## src/rtl/lmx_pkg.sv

```systemverilog
// Shared definitions for the LMX PLL SPI register loader.
package lmx_pkg;

  // One LMX register frame: {R/W=0, addr[6:0], data[15:0]}.
  localparam int LMX_WORD_W = 24;

  // Width of the register-table index / ROM address.
  localparam int LMX_IDX_W = 14;

  // Number of entries in the default LMX register table.
  localparam int LMX_N_REGS = 126;

  // Sequencer state encodings.
  localparam logic [2:0] ST_IDLE  = 3'd0;
  localparam logic [2:0] ST_ADDR  = 3'd1;
  localparam logic [2:0] ST_LOAD  = 3'd2;
  localparam logic [2:0] ST_SHIFT = 3'd3;
  localparam logic [2:0] ST_GAP   = 3'd4;
  localparam logic [2:0] ST_DONE  = 3'd5;

  typedef enum logic [2:0] {
    S_IDLE  = ST_IDLE,
    S_ADDR  = ST_ADDR,
    S_LOAD  = ST_LOAD,
    S_SHIFT = ST_SHIFT,
    S_GAP   = ST_GAP,
    S_DONE  = ST_DONE
  } lmx_state_t;

endpackage

```

## src/rtl/spi_tx24.sv

```systemverilog
// 24-bit SPI frame transmitter: CLK_DIV divider, bit counter and shift
// register. Drives SCK (idle low), MOSI (MSB first) and CSB (active low).
//
// Handshake: 'load' is a single-cycle command; it is only issued while no
// frame is active. On the load edge the word is captured, CSB drops and
// MOSI presents bit 23. 'frame_done' is high during the last cycle of the
// frame (the final SCK high phase); on the following edge SCK falls, CSB
// rises and MOSI returns low, all together.
module spi_tx24
  import lmx_pkg::*;
#(
  parameter int CLK_DIV = 4
) (
  input  logic                  clk,
  input  logic                  rst,
  input  logic                  load,
  input  logic [LMX_WORD_W-1:0] data,
  output logic                  sclk,
  output logic                  mosi,
  output logic                  csb,
  output logic                  frame_done
);

  localparam int DIV_W = (CLK_DIV > 1) ? $clog2(CLK_DIV) : 1;
  localparam logic [DIV_W-1:0] DIV_LAST = DIV_W'(CLK_DIV - 1);
  localparam logic [4:0] BIT_LAST = 5'(LMX_WORD_W - 1);

  logic [DIV_W-1:0]      div_cnt;
  logic [4:0]            bit_cnt;
  logic [LMX_WORD_W-1:0] shreg;
  logic                  active;
  logic                  phase_end;

  // A half-period of SCK ends every CLK_DIV cycles while a frame is active.
  assign phase_end  = active && (div_cnt == DIV_LAST);
  assign frame_done = phase_end && sclk && (bit_cnt == BIT_LAST);

  // MOSI is the top of the shift register; the register is cleared between
  // frames so the line idles low.
  assign mosi = shreg[LMX_WORD_W-1];

  // Frame engine: SCK low phase, then high phase; data moves only when SCK
  // falls so it is stable across every rising edge.
  always_ff @(posedge clk or posedge rst) begin
    if (rst) begin
      active  <= 1'b0;
      div_cnt <= '0;
      bit_cnt <= '0;
      shreg   <= '0;
      sclk    <= 1'b0;
      csb     <= 1'b1;
    end else if (load) begin
      active  <= 1'b1;
      div_cnt <= '0;
      bit_cnt <= '0;
      shreg   <= data;
      sclk    <= 1'b0;
      csb     <= 1'b0;
    end else if (active) begin
      if (phase_end) begin
        div_cnt <= '0;
        if (!sclk) begin
          sclk <= 1'b1;
        end else if (bit_cnt == BIT_LAST) begin
          // Last high phase over: SCK falls and CSB rises on the same edge.
          active <= 1'b0;
          sclk   <= 1'b0;
          csb    <= 1'b1;
          shreg  <= '0;
        end else begin
          sclk    <= 1'b0;
          bit_cnt <= bit_cnt + 5'd1;
          shreg   <= {shreg[LMX_WORD_W-2:0], 1'b0};
        end
      end else begin
        div_cnt <= div_cnt + DIV_W'(1);
      end
    end
  end

endmodule

```

## src/rtl/lmx_spi_loader.sv

```systemverilog
// LMX PLL register loader: walks the register-table ROM from index 0 to
// N_REGS-1 and sends each word as one 24-bit SPI frame, with CSB held high
// for CS_GAP cycles after every frame.
module lmx_spi_loader
  import lmx_pkg::*;
#(
  parameter int CLK_DIV = 4,
  parameter int N_REGS  = LMX_N_REGS,
  parameter int CS_GAP  = 4
) (
  input  logic                  i_clk,
  input  logic                  i_rst,
  input  logic                  i_start,
  output logic [LMX_IDX_W-1:0]  o_reg_nr,
  input  logic [LMX_WORD_W-1:0] i_lmx_reg,
  output logic                  o_sclk,
  output logic                  o_mosi,
  output logic                  o_csb,
  output logic                  o_busy,
  output logic                  o_done
);

  localparam int GAP_W = (CS_GAP > 1) ? $clog2(CS_GAP) : 1;
  localparam logic [GAP_W-1:0] GAP_LAST = GAP_W'(CS_GAP - 1);
  localparam logic [LMX_IDX_W-1:0] IDX_LAST = LMX_IDX_W'(N_REGS - 1);

  lmx_state_t       state;
  lmx_state_t       next_state;
  logic [GAP_W-1:0] gap_cnt;
  logic             gap_last;
  logic             last_idx;
  logic             tx_load;
  logic             tx_frame_done;

  assign gap_last = (gap_cnt == GAP_LAST);
  // The index counter stops at N_REGS-1, so it never wraps during a run.
  assign last_idx = (o_reg_nr == IDX_LAST);
  // LOAD is the cycle in which the registered ROM word is valid.
  assign tx_load  = (state == S_LOAD);

  spi_tx24 #(
    .CLK_DIV (CLK_DIV)
  ) u_tx (
    .clk        (i_clk),
    .rst        (i_rst),
    .load       (tx_load),
    .data       (i_lmx_reg),
    .sclk       (o_sclk),
    .mosi       (o_mosi),
    .csb        (o_csb),
    .frame_done (tx_frame_done)
  );

  // Sequencer state register.
  always_ff @(posedge i_clk or posedge i_rst) begin
    if (i_rst) begin
      state <= S_IDLE;
    end else begin
      state <= next_state;
    end
  end

  // Next-state logic: ADDR covers the ROM read latency, LOAD hands the word
  // to the transmitter, SHIFT waits for the frame, GAP spaces the frames.
  always_comb begin
    next_state = state;
    case (state)
      S_IDLE:  if (i_start) next_state = S_ADDR;
      S_ADDR:  next_state = S_LOAD;
      S_LOAD:  next_state = S_SHIFT;
      S_SHIFT: if (tx_frame_done) next_state = S_GAP;
      S_GAP: begin
        if (gap_last) begin
          next_state = last_idx ? S_DONE : S_ADDR;
        end
      end
      S_DONE:  next_state = S_IDLE;
      default: next_state = S_IDLE;
    endcase
  end

  // Index counter, gap timer and registered status outputs. Status flags
  // are computed from the next state so they line up with the state itself.
  always_ff @(posedge i_clk or posedge i_rst) begin
    if (i_rst) begin
      o_reg_nr <= '0;
      o_busy   <= 1'b0;
      o_done   <= 1'b0;
      gap_cnt  <= '0;
    end else begin
      o_busy  <= (next_state != S_IDLE) && (next_state != S_DONE);
      o_done  <= (next_state == S_DONE);
      gap_cnt <= (state == S_GAP) ? gap_cnt + GAP_W'(1) : '0;
      case (state)
        S_IDLE: if (i_start) o_reg_nr <= '0;
        S_GAP:  if (gap_last && !last_idx) o_reg_nr <= o_reg_nr + LMX_IDX_W'(1);
        S_DONE: o_reg_nr <= '0;
        default: ;
      endcase
    end
  end

endmodule

```

## config.mk

```make
export PLATFORM = sky130hd
export DESIGN_NAME = lmx_spi_loader
export DESIGN_NICKNAME = d
export VERILOG_FILES = /design/src/rtl/lmx_pkg.sv /design/src/rtl/spi_tx24.sv /design/src/rtl/lmx_spi_loader.sv
export SDC_FILE = /design/constraint.sdc
export NUM_CORES = 1
export LEC_CHECK = 0
export CAP_MARGIN = 40
export CELL_PAD_IN_SITES_DETAIL_PLACEMENT = 0
export CELL_PAD_IN_SITES_GLOBAL_PLACEMENT = 1
export CORE_AREA = 5 5 79 110
export DETAILED_ROUTE_END_ITERATION = 10
export DIE_AREA = 0 0 84 115
export HOLD_SLACK_MARGIN = 0.03
export PLACE_DENSITY = 0.79
export SLEW_MARGIN = 20
export SYNTH_ARGS = -nofsm -noshare
export SYNTH_HDL_FRONTEND = slang
export SYNTH_SLANG_ARGS = --single-unit
export TNS_END_PERCENT = 50
```

## constraint.sdc

```tcl
create_clock -name i_clk -period 1.75 [get_ports i_clk]
set_clock_uncertainty 0.15 [all_clocks]
set_input_delay 0.35 -clock i_clk [delete_from_list [all_inputs] [get_ports i_clk]]
set_output_delay 0.35 -clock i_clk [all_outputs]
set_load 0.01 [all_outputs]
```

* Yosys cells after proc, flatten, opt, wreduce, memory -nomap -nowiden
Index checks and enable logic that the tools add are counted.
** Storage, ports and cells
- Register bits after elaboration :: 55
- Bits in latches :: 0
- RAM bits :: 0
- Memory bits (read-only) :: 0
- Bits of input ports :: 27
- Output and inout bits :: 19
- Logic and storage cells :: 83
- Memories kept :: 0
** Cells by class
- Add/subtract/negate cells :: 4
- Multiply operators :: 0
- Divide/modulo/power cells :: 0
- Magnitude comparators :: 0
- Equal/unequal tests :: 14
- Shifts and indexed selects :: 0
- Muxes and demuxes :: 36
- Bitwise gates (word level) :: 0
- Reduce and logical (&&, ||, !) cells :: 18
** Operator list (number)
- 24-bit 2-to-1 mux :: 5
- 14-bit case mux with 3 select lines :: 1
- 14-bit 2-to-1 mux :: 2
- 5-bit 2-to-1 mux :: 5
- 3-bit case mux with 5 select lines :: 1
- 14-bit by 1-bit adder with 14-bit output (second input constant) :: 1
- 14-bit by 7-bit == test with 1-bit output (second input constant) :: 1
- 1-bit 2-to-1 mux :: 14
- 3-bit 2-to-1 mux :: 4
- 3-bit == test (second input constant) :: 3
- 2-bit 2-to-1 mux :: 4
- 4-bit AND reduction :: 2
- 2-bit nonzero test :: 4
- 3-bit by 2-bit == test with 1-bit output (second input constant) :: 2
- 3-bit AND reduction :: 2
- 3-bit nonzero test :: 2
- 5-bit by 1-bit adder with 5-bit output (second input constant) :: 1
- 5-bit == test (second input constant) :: 1
- 1-bit logical AND :: 5
- 2-bit by 1-bit adder with 2-bit output (second input constant) :: 2
- 2-bit == test (second input constant) :: 2
- 2-bit != test (second input constant) :: 2
- 3-bit by 1-bit == test with 1-bit output (second input constant) :: 1
- 3-bit logical NOT :: 1
- other kinds (4) :: 4

* Longest topological paths before layout
Gate-level depths: netlist (run 1).
- Depth in word-level cells :: 8
- Gate-level depth with buffers :: 7
- Depth with buffers taken out :: 6

* Hierarchy
From an unflattened synthesis (run 1), not the netlist that was laid out.
** Second synthesis, totals
- Cells, all modules :: 301
- Area, all modules :: 2959.1 um^2
** Modules (own cells, without submodules)
- spi_tx24 :: instances 1, cells each 180, area an instance 1754.2 um^2, sequential area each 852.1 um^2
- lmx_spi_loader :: instances 1, cells each 121, area an instance 1204.9 um^2, sequential area each 525.5 um^2

* Worst setup path before layout (run 1)
Ideal clock, no wire load.
- Kind :: register to register
- Start point :: reg o_reg_nr[0]
- End point :: reg o_reg_nr[13]
- Setup time :: 79 ps
- Arrival time :: 1690 ps
- Data required time :: 1521 ps
- Slack :: -170 ps
- Cell stages (with the launch flop) :: 7
- Path buffers :: 1
- Period minus slack after synthesis :: 1920 ps
- Cell sequence :: dfrtp_1 -> ha_1 -> nor4b_1 -> and3_1 -> buf_2 -> nor4_1 -> mux2i_1
** On the way
- Longest elaborated chain between the ends :: 5
- Elaborated cells between the ends (all ways) :: 8
- Classes of those cells :: add/sub (1); eq/ne (2); mux (2); reduce/logical (3)
** RTL lines
- start, declared :: RTL line lmx_spi_loader.sv:14 : output logic [LMX_IDX_W-1:0] o_reg_nr,
- start signal, assigned :: RTL line lmx_spi_loader.sv:96 : S_GAP: if (gap_last && !last_idx) o_reg_nr <= o_reg_nr + LMX_IDX_W'(1);
- parallel branches: the longest is 5 deep, another holds 14-bit by 1-bit adder with 14-bit output
Parallel ways; which one is timed is not known. The select of a mux whose other input is x is not followed.
A chain may end at the register's enable or synchronous reset.

* Final worst setup path (run 1)
- Start point :: reg gap_cnt[0]
- End point :: reg o_reg_nr[8]
** On the way
- Longest elaborated chain between the ends :: 4
** RTL lines
- start, declared :: RTL line lmx_spi_loader.sv:29 : logic [GAP_W-1:0] gap_cnt;
- start signal, assigned :: RTL line lmx_spi_loader.sv:93 : gap_cnt <= (state == S_GAP) ? gap_cnt + GAP_W'(1) : '0;
- 2-bit == test :: RTL line lmx_spi_loader.sv:35 : assign gap_last = (gap_cnt == GAP_LAST);
- 1-bit logical AND :: RTL line lmx_spi_loader.sv:96
- 2-bit by 1-bit != test with 1-bit output (no source line)
- 3-bit AND reduction (no source line)
Every way passes these cells.

==> results by group, run 1 <==
Floorplanning
  – CORE AREA: 7610 um^2
  – Top Ports: 46
  – Die height: 115 um
  – Die area: 9660 um^2
  – Die width: between 80 and 90 um
  – Initial core utilization: between 30% and 40%
  – Rows: 38

Setup path
  – Startpoint types: register
  – WS Path Type: reg -> reg
  – Crit end category: register
  – Critical Path RT: approximately 1800 ps
  – Worst-path fanout max: 7
  – Crit path DAT: 1930 ps

STA
  – Worst slew margin: around 75%
  – Final hold vios: 0
  – Max Freq: 0.544 GHz
  – Worst-Margin Slew: around 370 ps
  – Final Setup Violations: 10
  – Final WS setup: -87.6 ps
  – Max Slew Vio Count: 0
  – RSZ-0062 raised after global routing: yes
  – Crit share post-route: 105%
  – Fin crit period: ~1800 ps

Synth
  – Top cell type's share of synthesized area: ~50%
  – Post-synthesis instance total: 277
  – FF+latch count, synth: 55
  – Syn Nets: just over 300
  – Synth Area in Compound Gates: 20.8%
  – Largest family of logic cells by synthesized area: compound AO/OA/AOI/OAI gates
  – Post-synthesis adder-cell area fraction: under 10%
  – Register area share after synthesis: 50.8%
  – Dominant cells by area after synthesis: dfrtp_1 (50%), a22oi_1 (6.4%), nand2_1 (5.0%), o21ai_0 (5.0%), nor2_1 (2.4%)
  – Top cell type by total area after synthesis: dfrtp_1
  – Mux cell area share after synthesis: approximately 1.8%
  – XOR/XNOR Fraction of Synth Area: about 1.3%
  – Syn_area_per_cell: a little under 10 um^2
  – Simple-Gate Fraction of Synth Area: 19.2%
  – Warnings from Yosys: 0
  – Synthesized area: about 2700 um^2
  – Count of cell types in the netlist: 43

Routing
  – Antenna Nets Post-Route: 0
  – Drt drc: 0
  – TritonRoute pass-1 iters: 4
  – Wirelength per Cell: 14.5 um
  – Via/cell ratio: slightly above 5
  – Via count: 2519
  – Total Routed Length: 7060 um
  – Starting DRT DRC Count: just over 60

Run status
  – Status: complete, but fails checks
  – Failing checks: setup timing

Min path
  – Worst hold path type: in -> async

Global routing
  – Initial antenna violation count: 0
  – Gr ovfl total: 0
  – Vias in the first global route: about 2400
  – Pin count of the biggest net entering global routing: 59
  – First-pass GRT wire length: approximately 11000 um
  – Tot GR Track Use: approximately 14%

Pwr
  – PwrDens: ~500 nW/um^2
  – LEAKAGE: between 1.5 and 2 nW
  – VDD IR max: around 420 uV

Placement
  – I/O Buffers: 45
  – RD Place Congestion: around 0.85
  – DP Area: roughly 3700 um^2
  – Hpwl dp: just under 5000 um
  – Pre-CTS setup slack: -463 ps

CTS
  – Clk_lat worst skew: around 310 ps
  – Root Buffer: clkbuf_8
  – Register clock-pin slew on the reported worst setup and hold paths: about 100 ps
  – Clock Path Buffers: 2
  – CTS tree: done
  – CTS buffer count: 5
  – Clock sinks: between 50 and 60
  – H-tree levels: 2

Cells and area
  – Final #Nets: between 400 and 500
  – Fin util: a little over half
  – Commonest cells after routing, fill and taps aside: buf_4 (60), dfrtp_1 (50), nand2_1 (36)
  – Design area: ~4100 um^2
  – Most common cell after layout, fill and taps aside: buf_4
  – Share of layout cells above drive strength 1: between 30% and 40%
  – N_diodes: 0
  – Area Growth Syn to Fin: 51.7%

Run
  – Max-Cap Viols: 0
-- layer usage --
| metal | part of all wire [%] | routed length (um) | GRT usage (%) | vias to the layer above |
|---|---|---|---|---|
| met5 | 0 | 0 | 0 | - |
| met4 | 0.78 | 55 | 3.86 | 0 |
| met3 | 3.6 | 251 | 2.15 | 5 |
| met2 | 56 | 3930 | 26.8 | 44 |
| met1 | 40 | 2830 | 15.5 | 1240 |
| li1 | - | - | - | 1230 |
-- worst paths after layout --
path / slack (ps) / end / cells past startpoint / from
setup / recovery: -90 / o_reg_nr[8] / 5 / gap_cnt[0]
hold / removal: 200 / o_reg_nr[8] / 2 / i_rst
setup reg to reg: -90 / o_reg_nr[8] / 5 / gap_cnt[0]
hold reg to reg: 360 / u_tx.csb / 2 / u_tx.csb
max in group asynchronous: 800 / u_tx.csb / 3 / i_rst
min in group i_clk: 360 / u_tx.csb / 2 / u_tx.csb
-- layout make-up --
| type | count | area, um^2 |
|---|---|---|
| Fill cell | 688 | 3490 |
| Multi-Input combinational cell | 198 | 1440 |
| Sequential cell | 55 | 1380 |
| Timing Repair Buffer | 117 | 1050 |
| Tap cell | 100 | 125 |
| Clock buffer | 7 | 76.3 |
| Inverter | 9 | 37.5 |
| Clock inverter | 1 | 5.00 |
-- logic make-up after synthesis --
| family | after synthesis |
|---|---|
| xor gates and xnor gates | 4 |
| adders and majority gates | 5 |
| and+or+nand+nor | 102 |
| AOI/OAI and AO/OA | 82 |
| DFF | 55 |
| buffers and inverters | 24 |
| muxes | 5 |
-- timing repair --
item / CTS / global route
setup buffers: 12 / 8
hold buffers: 0 / 0
setup endpoints to repair: 33 / 44
cloned: 0 / 1
resized for setup: 29 / 50
pin swaps: 7 / 9
-- synth_stat cells, drive strengths merged --
cell type  instances
nand2             36
or4                6
nand3              6
and2               3
o22ai              3
ha                 5
inv                9
clkbuf             8
nor2              17
dfrtp             54
a22oi             23
o211ai             4
a31oi              2
o2111ai            4
and4               1
a21oi             10
nor4b              2
nor2b              1
and3               5
and4b              1
o21a               1
nand2b             5
o21ai             27
nor3               7
xnor2              2
xor2               2
dfstp              1
nand4              2
buf                7
o41ai              1
or3                2
and2b              1
a2bb2oi            1
mux2i              5
nor3b              2
a21o               1
o31ai              5
nor4               5
-- power by group --
group | switching [W] | internal, W | leakage, nW | total [W]
clock network | 0.000395 | 0.000282 | 0.0422 | 0.000677
logic | 0.0000470 | 0.0000756 | 1.09 | 0.000123
registers | 0.0000132 | 0.00129 | 0.670 | 0.00131
-- sequential cells by signal (all words and copies together), names as in the netlist --
name          cells
u_tx.active       1
gap_cnt           2
u_tx.div_cnt      2
o_reg_nr         14
state             3
u_tx.sclk         1
u_tx.bit_cnt      5
o_busy            1
o_done            1
u_tx.shreg       24
u_tx.csb          1
-- through the flow --
| step | setup TNS, ps | power (W) | hold WS (ps) | std cells |
|---|---|---|---|---|
| finish | -395 | 0.00210 | 198 | 487 |
| global route | -1110 | 0.00220 | 221 | 487 |
| CTS | -617 | 0.00215 | 190 | 478 |
| detailed placement | -4860 | 0.00146 | 287 | 458 |
| global placement | -4280 | 0.00145 | 279 | 458 |
| floorplan | -326 | 0.00137 | 260 | 277 |
-- critical path: stages (launching register included) --
cell	delay, ps
dfrtp_1	390
ha_4	160
and2b_2	180
o2111ai_4	160
or4_4	590
a21oi_2	150
Note: power is estimated with default switching activity, not from simulation.
==> inputs of run 2 (changes only) <==
Settings changed: CAP_MARGIN 40 to default.
==> results of run 2 <==
Same layout as run 1: the final DEF is identical, and so are final timing and power.
==> inputs of run 3 (changes only) <==
Settings changed: CORE_AREA 5 5 79 110 to 5 5 76 106, CTS_CLUSTER_SIZE from default to 16, DIE_AREA 0 0 84 115 to 0 0 81 111, PLACE_DENSITY 0.79 to 0.82.
Clock period 1.75 ns to 2 ns, I/O delays scaled along.
==> run 3 against run 2 <==
Net effect: the flow now finishes without violations; first-iteration DRC count rose by 77%; combinational power is 18% lower; worst hold slack improved by 100 ps; largest power group unchanged; design area down 15%; global-route usage increased by 0.22 points; sequential cell count unchanged; wire length down 16%; largest cell class is now flip-flops and latches; total power fell by 9.8%; critical path type is now reg -> out.
==> results by group, run 3 (synthesis results as in run 1) <==
Placement
  – I/O Buffers: 45 (unchanged)
  – Placed cell count: 423 (was 458)
  – Hpwl dp: 4260 um (was 4870 um)
  – Pre-CTS setup slack: -238 ps (was -463 ps)
  – RD Place Congestion: 0.799 (was 0.853)

Global routing
  – Gr ovfl total: 0 (unchanged)
  – First-pass GRT wire length: 10300 um (was 11000 um)
  – Tot GR Track Use: 14.0% (was 13.8%)
  – Vias in the first global route: 2283 (was 2432)
  – Pin count of the biggest net entering global routing: 59 (unchanged)
  – Initial antenna violation count: 0 (unchanged)

Setup path
  – Startpoint types: register (unchanged)
  – Crit-path leading delay family: flip-flops (was simple AND/OR/NAND/NOR gates)
  – WS Path Type: reg -> out (was reg -> reg)
  – Reg-to-reg slack, setup: 120 ps (was -90 ps)
  – CP peak stage delay: 540 ps (was 590 ps)
  – Crit end category: output port (was register)
  – Critical Path RT: 1450 ps (was 1840 ps)
  – Buf+Inv Stages, Crit Path: 1 (was 0)
  – CP cell instances: clkdlybuf4s50_1 (was ha_4 -> and2b_2 -> o2111ai_4 -> or4_4 -> a21oi_2)
  – Crit path DAT: 1380 ps (was 1930 ps)
  – CP max stage cell: dfstp_2 (was or4_4)
  – Worst-path fanout max: 2 (was 7)

Run status
  – Status: complete, no violations (was complete, but fails checks)

Routing
  – Via/cell ratio: 5.28 (was 5.17)
  – Via count: 2276 (was 2519)
  – Wirelength per Cell: 13.8 um (was 14.5 um)
  – Drt drc: 0 (unchanged)
  – Antenna Nets Post-Route: 0 (unchanged)
  – Starting DRT DRC Count: 108 (was 61)
  – Total Routed Length: 5930 um (was 7060 um)
  – TritonRoute pass-1 iters: 4 (unchanged)

STA
  – Worst slew margin: 73.4% (was 75.3%)
  – Hold Worst Slack: 297 ps (was 198 ps)
  – Max Freq: slightly above 0.5 GHz
  – Final Setup Violations: 0 (was 10)
  – Worst-Margin Slew: 400 ps (was 368 ps)
  – Max Slew Vio Count: 0 (unchanged)
  – Fin crit period: approximately 1900 ps
  – Final hold vios: 0 (unchanged)
  – Crit share post-route: between 90% and 100%
  – RSZ-0062 raised after global routing: no (was yes)
  – Final WS setup: 73.2 ps (was -87.6 ps)

CTS
  – Register clock-pin slew on the reported worst setup and hold paths: 110 ps (was 100 ps)
  – CTS buffer count: 5 (unchanged)
  – Clock sinks: 55 (unchanged)
  – CTS tree: done (unchanged)
  – Setup Buffers After CTS: 0 (was 12)
  – Root Buffer: clkbuf_8 (unchanged)
  – Clock Path Buffers: 2 (unchanged)
  – Clk_lat worst skew: 310 ps (about the same)
  – H-tree levels: 2 (unchanged)

Floorplanning
  – Rows: 36 (was 38)
  – CORE AREA: 6940 um^2 (was 7610 um^2)
  – Top Ports: 46 (unchanged)
  – Die width: 81 um (was 84 um)
  – Die area: 8990 um^2 (was 9660 um^2)
  – Initial core utilization: 39.1% (was 35.7%)
  – Die height: 111 um (was 115 um)

Cells and area
  – Largest registers: u_tx.shreg x24, o_reg_nr x14, u_tx.bit_cnt x5 (unchanged)
  – Biggest register: u_tx.shreg (unchanged)
  – Most common cell after layout, fill and taps aside: dfrtp_1 (was buf_4)
  – Finished Layout Cells: 431 (was 487)
  – Commonest cells after routing, fill and taps aside: dfrtp_1 (52), clkdlybuf4s50_1 (45), nand2_1 (36) (was buf_4 (60), dfrtp_1 (50), nand2_1 (36))
  – N_diodes: 0 (unchanged)
  – Max FFs per register: 24 (unchanged)
  – Final #Nets: 367 (was 418)
  – Filler instances: 686 (was 688)
  – Share of layout cells above drive strength 1: 12.2% (was 30.7%)
  – Area Growth Syn to Fin: 29.3% (was 51.7%)
  – Fin util: 50.6% (was 54.1%)

Min path
  – Worst hold path type: in -> async (unchanged)

Pwr
  – Power Total: 0.00190 W (was 0.00210 W)
  – LEAKAGE: 1.44 nW (was 1.80 nW)
  – PwrDens: 541 nW/um^2 (was 511 nW/um^2)
  – VDD IR max: 474 uV (was 418 uV)

Run
  – Max-Cap Viols: 0 (unchanged)
run 3: cell count changes in the layout (fill, tap and decap cells not counted), sizes merged:
cell           delta
clkinvlp          -1
buf              -52
clkdlybuf4s50    +18
clkdlybuf4s15     -1
inv               +3
dlygate4sd2      -15
clkbuf            -3
run 3: power breakdown:
group / switching [W] / internal, W / total (W)
Sequential: 0.0000113 / 0.00113 / 0.00114
Combinational: 0.0000379 / 0.0000633 / 0.000101
Clock: 0.000396 / 0.000259 / 0.000655
run 3: routing by layer:
| metal | vias up | share of wire, % | global-route usage, % |
|---|---|---|---|
| met4 | 0 | 1.2 | 4.96 |
| met1 | 1100 | 42 | 16.6 |
| met5 | - | 0 | 0 |
| met3 | 6 | 3.9 | 2.68 |
| met2 | 47 | 53 | 24.5 |
| li1 | 1123 | - | - |
run 3: timing repair:
action / in CTS / in global routing
hold buffers: 0 / 0
gates cloned: 0 / 0
gates resized for setup: 1 / 4
setup endpoints to repair: 1 / 6
run 3: through the flow:
stage | setup TNS, ps | cell area, um^2
after global placement | -1630 | 3400
after CTS | 0 | 3500
after detailed placement | -1820 | 3400
final | 0 | 3510
after global routing | 0 | 3510
after floorplan | 0 | 2710
run 3: worst paths after layout:
check | end | start | depth (start not counted)
worst max-delay path | o_csb | u_tx.csb | 1
worst min-delay path | o_reg_nr[8] | i_rst | 3
worst max register to register | o_reg_nr[6] | gap_cnt[0] | 5
worst min register to register | gap_cnt[0] | gap_cnt[0] | 1
max in group asynchronous | u_tx.csb | i_rst | 3
min in group i_clk | gap_cnt[0] | gap_cnt[0] | 1
run 3: final cells by class:
class	instances	area (um^2)	share of cell area, %
inverters	9	33.8	0.963
repair buffers	66	633	18.1
multi-input cells	198	1250	35.5
flip-flops and latches	55	1380	39.4
well taps	95	119	3.39
clock buffers	5	68.8	1.96
clock inverters	3	26.3	0.749
==> RTL edit 1: new RTL, settings of run 1 <==
Remove the register `o_busy`: a continuous assignment takes its place, so the output `o_busy` follows one clock earlier.
--- a/src/rtl/lmx_spi_loader.sv
+++ b/src/rtl/lmx_spi_loader.sv
@@ -85,9 +85,7 @@
     if (i_rst) begin
       o_reg_nr <= '0;
-      o_busy   <= 1'b0;
       o_done   <= 1'b0;
       gap_cnt  <= '0;
     end else begin
-      o_busy  <= (next_state != S_IDLE) && (next_state != S_DONE);
       o_done  <= (next_state == S_DONE);
       gap_cnt <= (state == S_GAP) ? gap_cnt + GAP_W'(1) : '0;
@@ -101,4 +99,6 @@
   end
 
+  assign o_busy = (next_state != S_IDLE) && (next_state != S_DONE);
+
 endmodule
 
Behaviour: not the same (Yosys sat finds a counterexample within 4 cycles, from zero or initial values and one cycle with i_rst high).
==> RTL edit 1 against run 1 <==
The run still ends with setup timing left; setup slack lost 640 ps; routed wire length shrank 7.7%; cell area shrank 8.4%; non-clock buffer count shrank 21; area after synthesis shrank 2.1%; sequential cell count shrank 1; power grew 8.7%; sequential share of layout area grew 2.3 points.
==> RTL edit 1: results (changes against run 1) <==
| Metric | Value |
|---|---|
| Drt wl/cell | 14.3 um (-1.2%) |
| Layout fillers | 730 (+6.1%) |
| Worst setup startpoint | o_reg_nr[12] |
| Gr usage total | 12.9% (-0.88 points) |
| Reg2reg end | o_reg_nr[11] |
| Sequential fraction of the synthesis area | 50.9% (+0.16 points) |
| Area of the multi-input gates | 1270 um2 (-12%) |
| Worst-path clk slew | 110 ps |
| Setup-failing EPs final | 17 (+7) |
| Netlist cell types | 46 (+7.0%) |
| Ranking of synthesized cells by area | dfrtp_1, a22oi_1, nand2_1 |
| Seq. cell area | 1360 um2 (-2.0%) |
| Delay-heaviest family, CP | compound AO/OA/AOI/OAI gates |
| Reg2reg start | o_reg_nr[0] |
| Via density | 5.22 (+0.87%) |
| Setup TNS | -6510 ps (-6120 ps) |
| LEAKAGE | 1.68 nW (-6.9%) |
| CP max-delay cell | or4_4 |
| Net Sw Power | 0.507 mW (+11%) |
| WHS | 173 ps (-24.6 ps) |
| # clk buffers | 5 (-2) |
| Mux contribution to synthesized area | 1.13% (-0.71 points) |
| Syn nets | 298 (-3.6%) |
| Status | finished with violations |
| H-tree depth | 2 (unchanged) |
| Setup WS pre-CTS | -726 ps (-264 ps) |
| RePlAce Congestion | 0.793 (-7.0%) |
| Adder-cell share of the synthesized area | 2.36% (+0.050 points) |
| Failing checks | setup timing |
| Peak VDD IR | 424 uV (+1.4%) |
| Post-synthesis register bit count | 54 (-1.8%) |
| Nets | 386 (-7.7%) |
| R2r worst-path depth | 6 (+1) |
| Most frequent cells after synthesis | dfrtp_1, nand2_1, o21ai_0 |
| Power per cell area | 607 nW/um2 (+19%) |
| Multi-input combinational gate total | 189 (-4.5%) |
| Yosys warns | 0 (unchanged) |
| Crit Path Max Fanout | 2 (-5) |
| Worst setup margin | -724 ps (-636 ps) |
| Crit path capture | o_busy |
| Final non-clock buffer share | 23.0% (-2.5 points) |
| R2R setup slack | -400 ps (-310 ps) |
| Fraction of area in multi-input gates | 33.8% (-1.2 points) |
| Compound-gate portion of the synthesized area | 22.1% (+1.3 points) |
| HPWL after DPL | 4540 um (-6.7%) |
| Inverters | 8 (-1) |
| Max stage delay on crit path | 550 ps (-40 ps) |
| DRT iter0 DRCs | 106 (+74%) |
| Buffers excl. clock | 96 (-18%) |
| Placed Area | 3570 um2 (-2.5%) |
| Clk tree area frac | 3.12% (+1.1 points) |
| Layout cells sized above 1 | 26.8% (-4.0 points) |
| Xor/xnor share of the synthesized area | 1.32% (+0.028 points) |
| Vias in the first global route | 2,270 (-6.7%) |
| First-pass GRT wire length | 10,200 um (-7.4%) |
[RTL edit 1: cell families after synthesis]
| family | Yosys count |
|---|---|
| adder cells (fa/ha/maj) | 5 |
| AO/OA/AOI/OAI | 89 |
| AND/OR/NAND/NOR | 88 |
| buffers and inverters | 23 |
| flip-flops | 54 |
| XOR/XNOR | 4 |
| multiplexers | 3 |
[RTL edit 1: repair_timing]
action / 4_1_cts / 5_1_grt
endpoints found under the setup margin: 36 / 43
hold endpoints to repair: 0 / 0
cloned: 0 / 3
pin swaps: 2 / 3
resized for setup: 22 / 15
buffers inserted: 0 / 1
[RTL edit 1: per-layer routing]
metal  wire, um  GRT usage (%)  up-vias  share of wire (%)
li1           -              -     1155                  -
met1       2680           15.1     1153                 41
met2       3430           23.2       53                 53
met3        273           2.65       13                4.2
met4        133           4.94        0                2.0
met5          0              0        -                  0
==> RTL edit 2: new RTL, flow settings as in run 1 <==
Without the edit above. `LMX_IDX_W`: 14 -> 13.
--- a/src/rtl/lmx_pkg.sv
+++ b/src/rtl/lmx_pkg.sv
@@ -6,5 +6,5 @@
 
   // Width of the register-table index / ROM address.
-  localparam int LMX_IDX_W = 14;
+  localparam int LMX_IDX_W = 13;
 
   // Number of entries in the default LMX register table.
Interface: changed (resized o_reg_nr); port bits go from 46 to 45. The function was not compared with the original's and may differ.
==> RTL edit 2 against run 1 <==
The flow still finishes with violations (setup timing); fmax down 8.4%; sequential cell count is 1 lower; routed wire length shrank 17%; via count decreased by 12%; critical path depth unchanged; setup slack lost 170 ps; area after synthesis fell by 4.3%; cell area is 14% lower; power rose by 0.42%; highest routed layer unchanged.
==> RTL edit 2: results (changes against run 1) <==
| Metric | Value |
|---|---|
| Status | finished with violations |
| Failing checks | setup timing |
| HPWL after DPL | 4300 um (-12%) |
| Worst-margin pin slew | 629 ps (+261 ps) |
| CP max-delay cell | or4_1 |
| LEAKAGE | 1.56 nW (-13%) |
| Clock Tree Root | clkbuf_8 |
| Vias in the first global route | 2,327 (-4.3%) |
| Inserted Diodes | 0 (unchanged) |
| Via density | 5.12 (-0.97%) |
| Setup-failing EPs final | 16 (+6) |
| Setup TNS | -3720 ps (-3320 ps) |
| Sequential fraction of the synthesis area | 52.1% (+1.3 points) |
| Worst-path clk slew | 100 ps (about the same) |
| # port buffers | 44 (-2.2%) |
| Biggest regs | u_tx.shreg (24), o_reg_nr (13), u_tx.bit_cnt (5) |
| RePlAce Congestion | 0.762 (-11%) |
| Reg2reg start | o_reg_nr[1] |
| Netlist cell types | 43 (unchanged) |
| Drt wl/cell | 13.6 um (-6.3%) |
| DRT iter0 DRCs | 51 (-16%) |
| H-tree depth | 2 (unchanged) |
| Sw Ratio | 21.3% (-0.35 points) |
| Placed Area | 3390 um2 (-7.4%) |
| Max stage delay on crit path | 540 ps (-50 ps) |
| Mapped Cells | 261 (-5.8%) |
| R2r worst-path depth | 7 (+2) |
| Int Pwr | 1.66 mW (+0.86%) |
| R2R setup slack | -250 ps (-160 ps) |
| Reg2reg end | o_reg_nr[12] |
| Setup WS pre-CTS | -509 ps (-46.9 ps) |
| Nets | 364 (-13%) |
| Yosys warns | 0 (unchanged) |
| Worst setup margin | -255 ps (-168 ps) |
| Peak VDD IR | 425 uV (+1.6%) |
| DP Cell Count | 424 (-7.4%) |
| Crit Path Max Fanout | 7 (unchanged) |
| Hold WC Path Type | input pin to async pin |
| Synth Flop Type | dfrtp_1 |
| Postcts setup bufs | 0 (-12) |
| Worst EP arrival | 2090 ps (+160 ps) |
| Ranking of synthesized cells by area | dfrtp_1, a22oi_1, nand2_1 |
| Initial antenna violation count | 0 (unchanged) |
| WHS | 222 ps (+24.4 ps) |
| Total number of vias | 2,218 (-12%) |
| Gr usage total | 12.6% (-1.2 points) |
| Worst-Skew Late Latency | 300 ps |
| Most frequent cells after synthesis | dfrtp_1, nand2_1, a22oi_1 |
| CTS resizes | 25 (-14%) |
| Logic pwr share | 5.7% |
| Clk pwr share | 33.7% (+1.5 points) |
| First-pass GRT wire length | 10,200 um (-7.0%) |
| Layout cells sized above 1 | 20.1% (-11 points) |
| Syn nets | 293 (-5.2%) |
==> RTL edit 2: changes by cell type in the layout (fill, tap and decap cells not counted), moves of 4 or more <==
cell      delta
buf_4       -29
nand2b_1     -4
o21ai_1     +10
a21oi_1      +4
nor2_1       -5
buf_6        -8
o21ai_0      -7
==> RTL edit 2: how the worst max path moves through the flow <==
stage | start | to | depth (start not counted)
after detailed placement | i_start | o_reg_nr[10] | 5
after CTS | o_reg_nr[1] | o_reg_nr[10] | 7
final | i_start | o_reg_nr[10] | 5
after global routing | o_reg_nr[1] | o_reg_nr[2] | 7
after floorplan | o_reg_nr[1] | o_busy | 8
after global placement | i_start | o_reg_nr[8] | 5
==> RTL edit 2: final cells by class <==
type	instances	area [um2]
Inverter	8	33.8
Clock buffer	7	86.3
Clock inverter	1	5.00
Sequential cell	54	1360
Fill cell	751	4050
Multi-Input combinational cell	184	1230
Timing Repair Buffer	79	726
Tap cell	100	125
==> RTL edit 2: routing by layer <==
metal  wire length, um  global-route usage, %  up-vias
met4               106                   3.54        0
met3               295                   2.80       10
met2              3070                   24.5       50
met1              2410                   13.7     1055
li1                  -                      -     1103
met5                 0                      0        -
==> RTL edit 2: logic make-up (layout without fill, tap and decap cells) <==
| logic type | after synthesis | in the layout | share of synthesized area (%) |
|---|---|---|---|
| AO/OA/AOI/OAI | 89 | 89 | 22.4 |
| XOR/XNOR | 4 | 4 | 1.35 |
| adder cells (fa/ha/maj) | 5 | 5 | 2.41 |
| buffers and inverters | 23 | 95 | 4.24 |
| flip-flops | 54 | 54 | 52.1 |
| multiplexers | 2 | 2 | 0.771 |
| AND/OR/NAND/NOR | 84 | 84 | 16.8 |
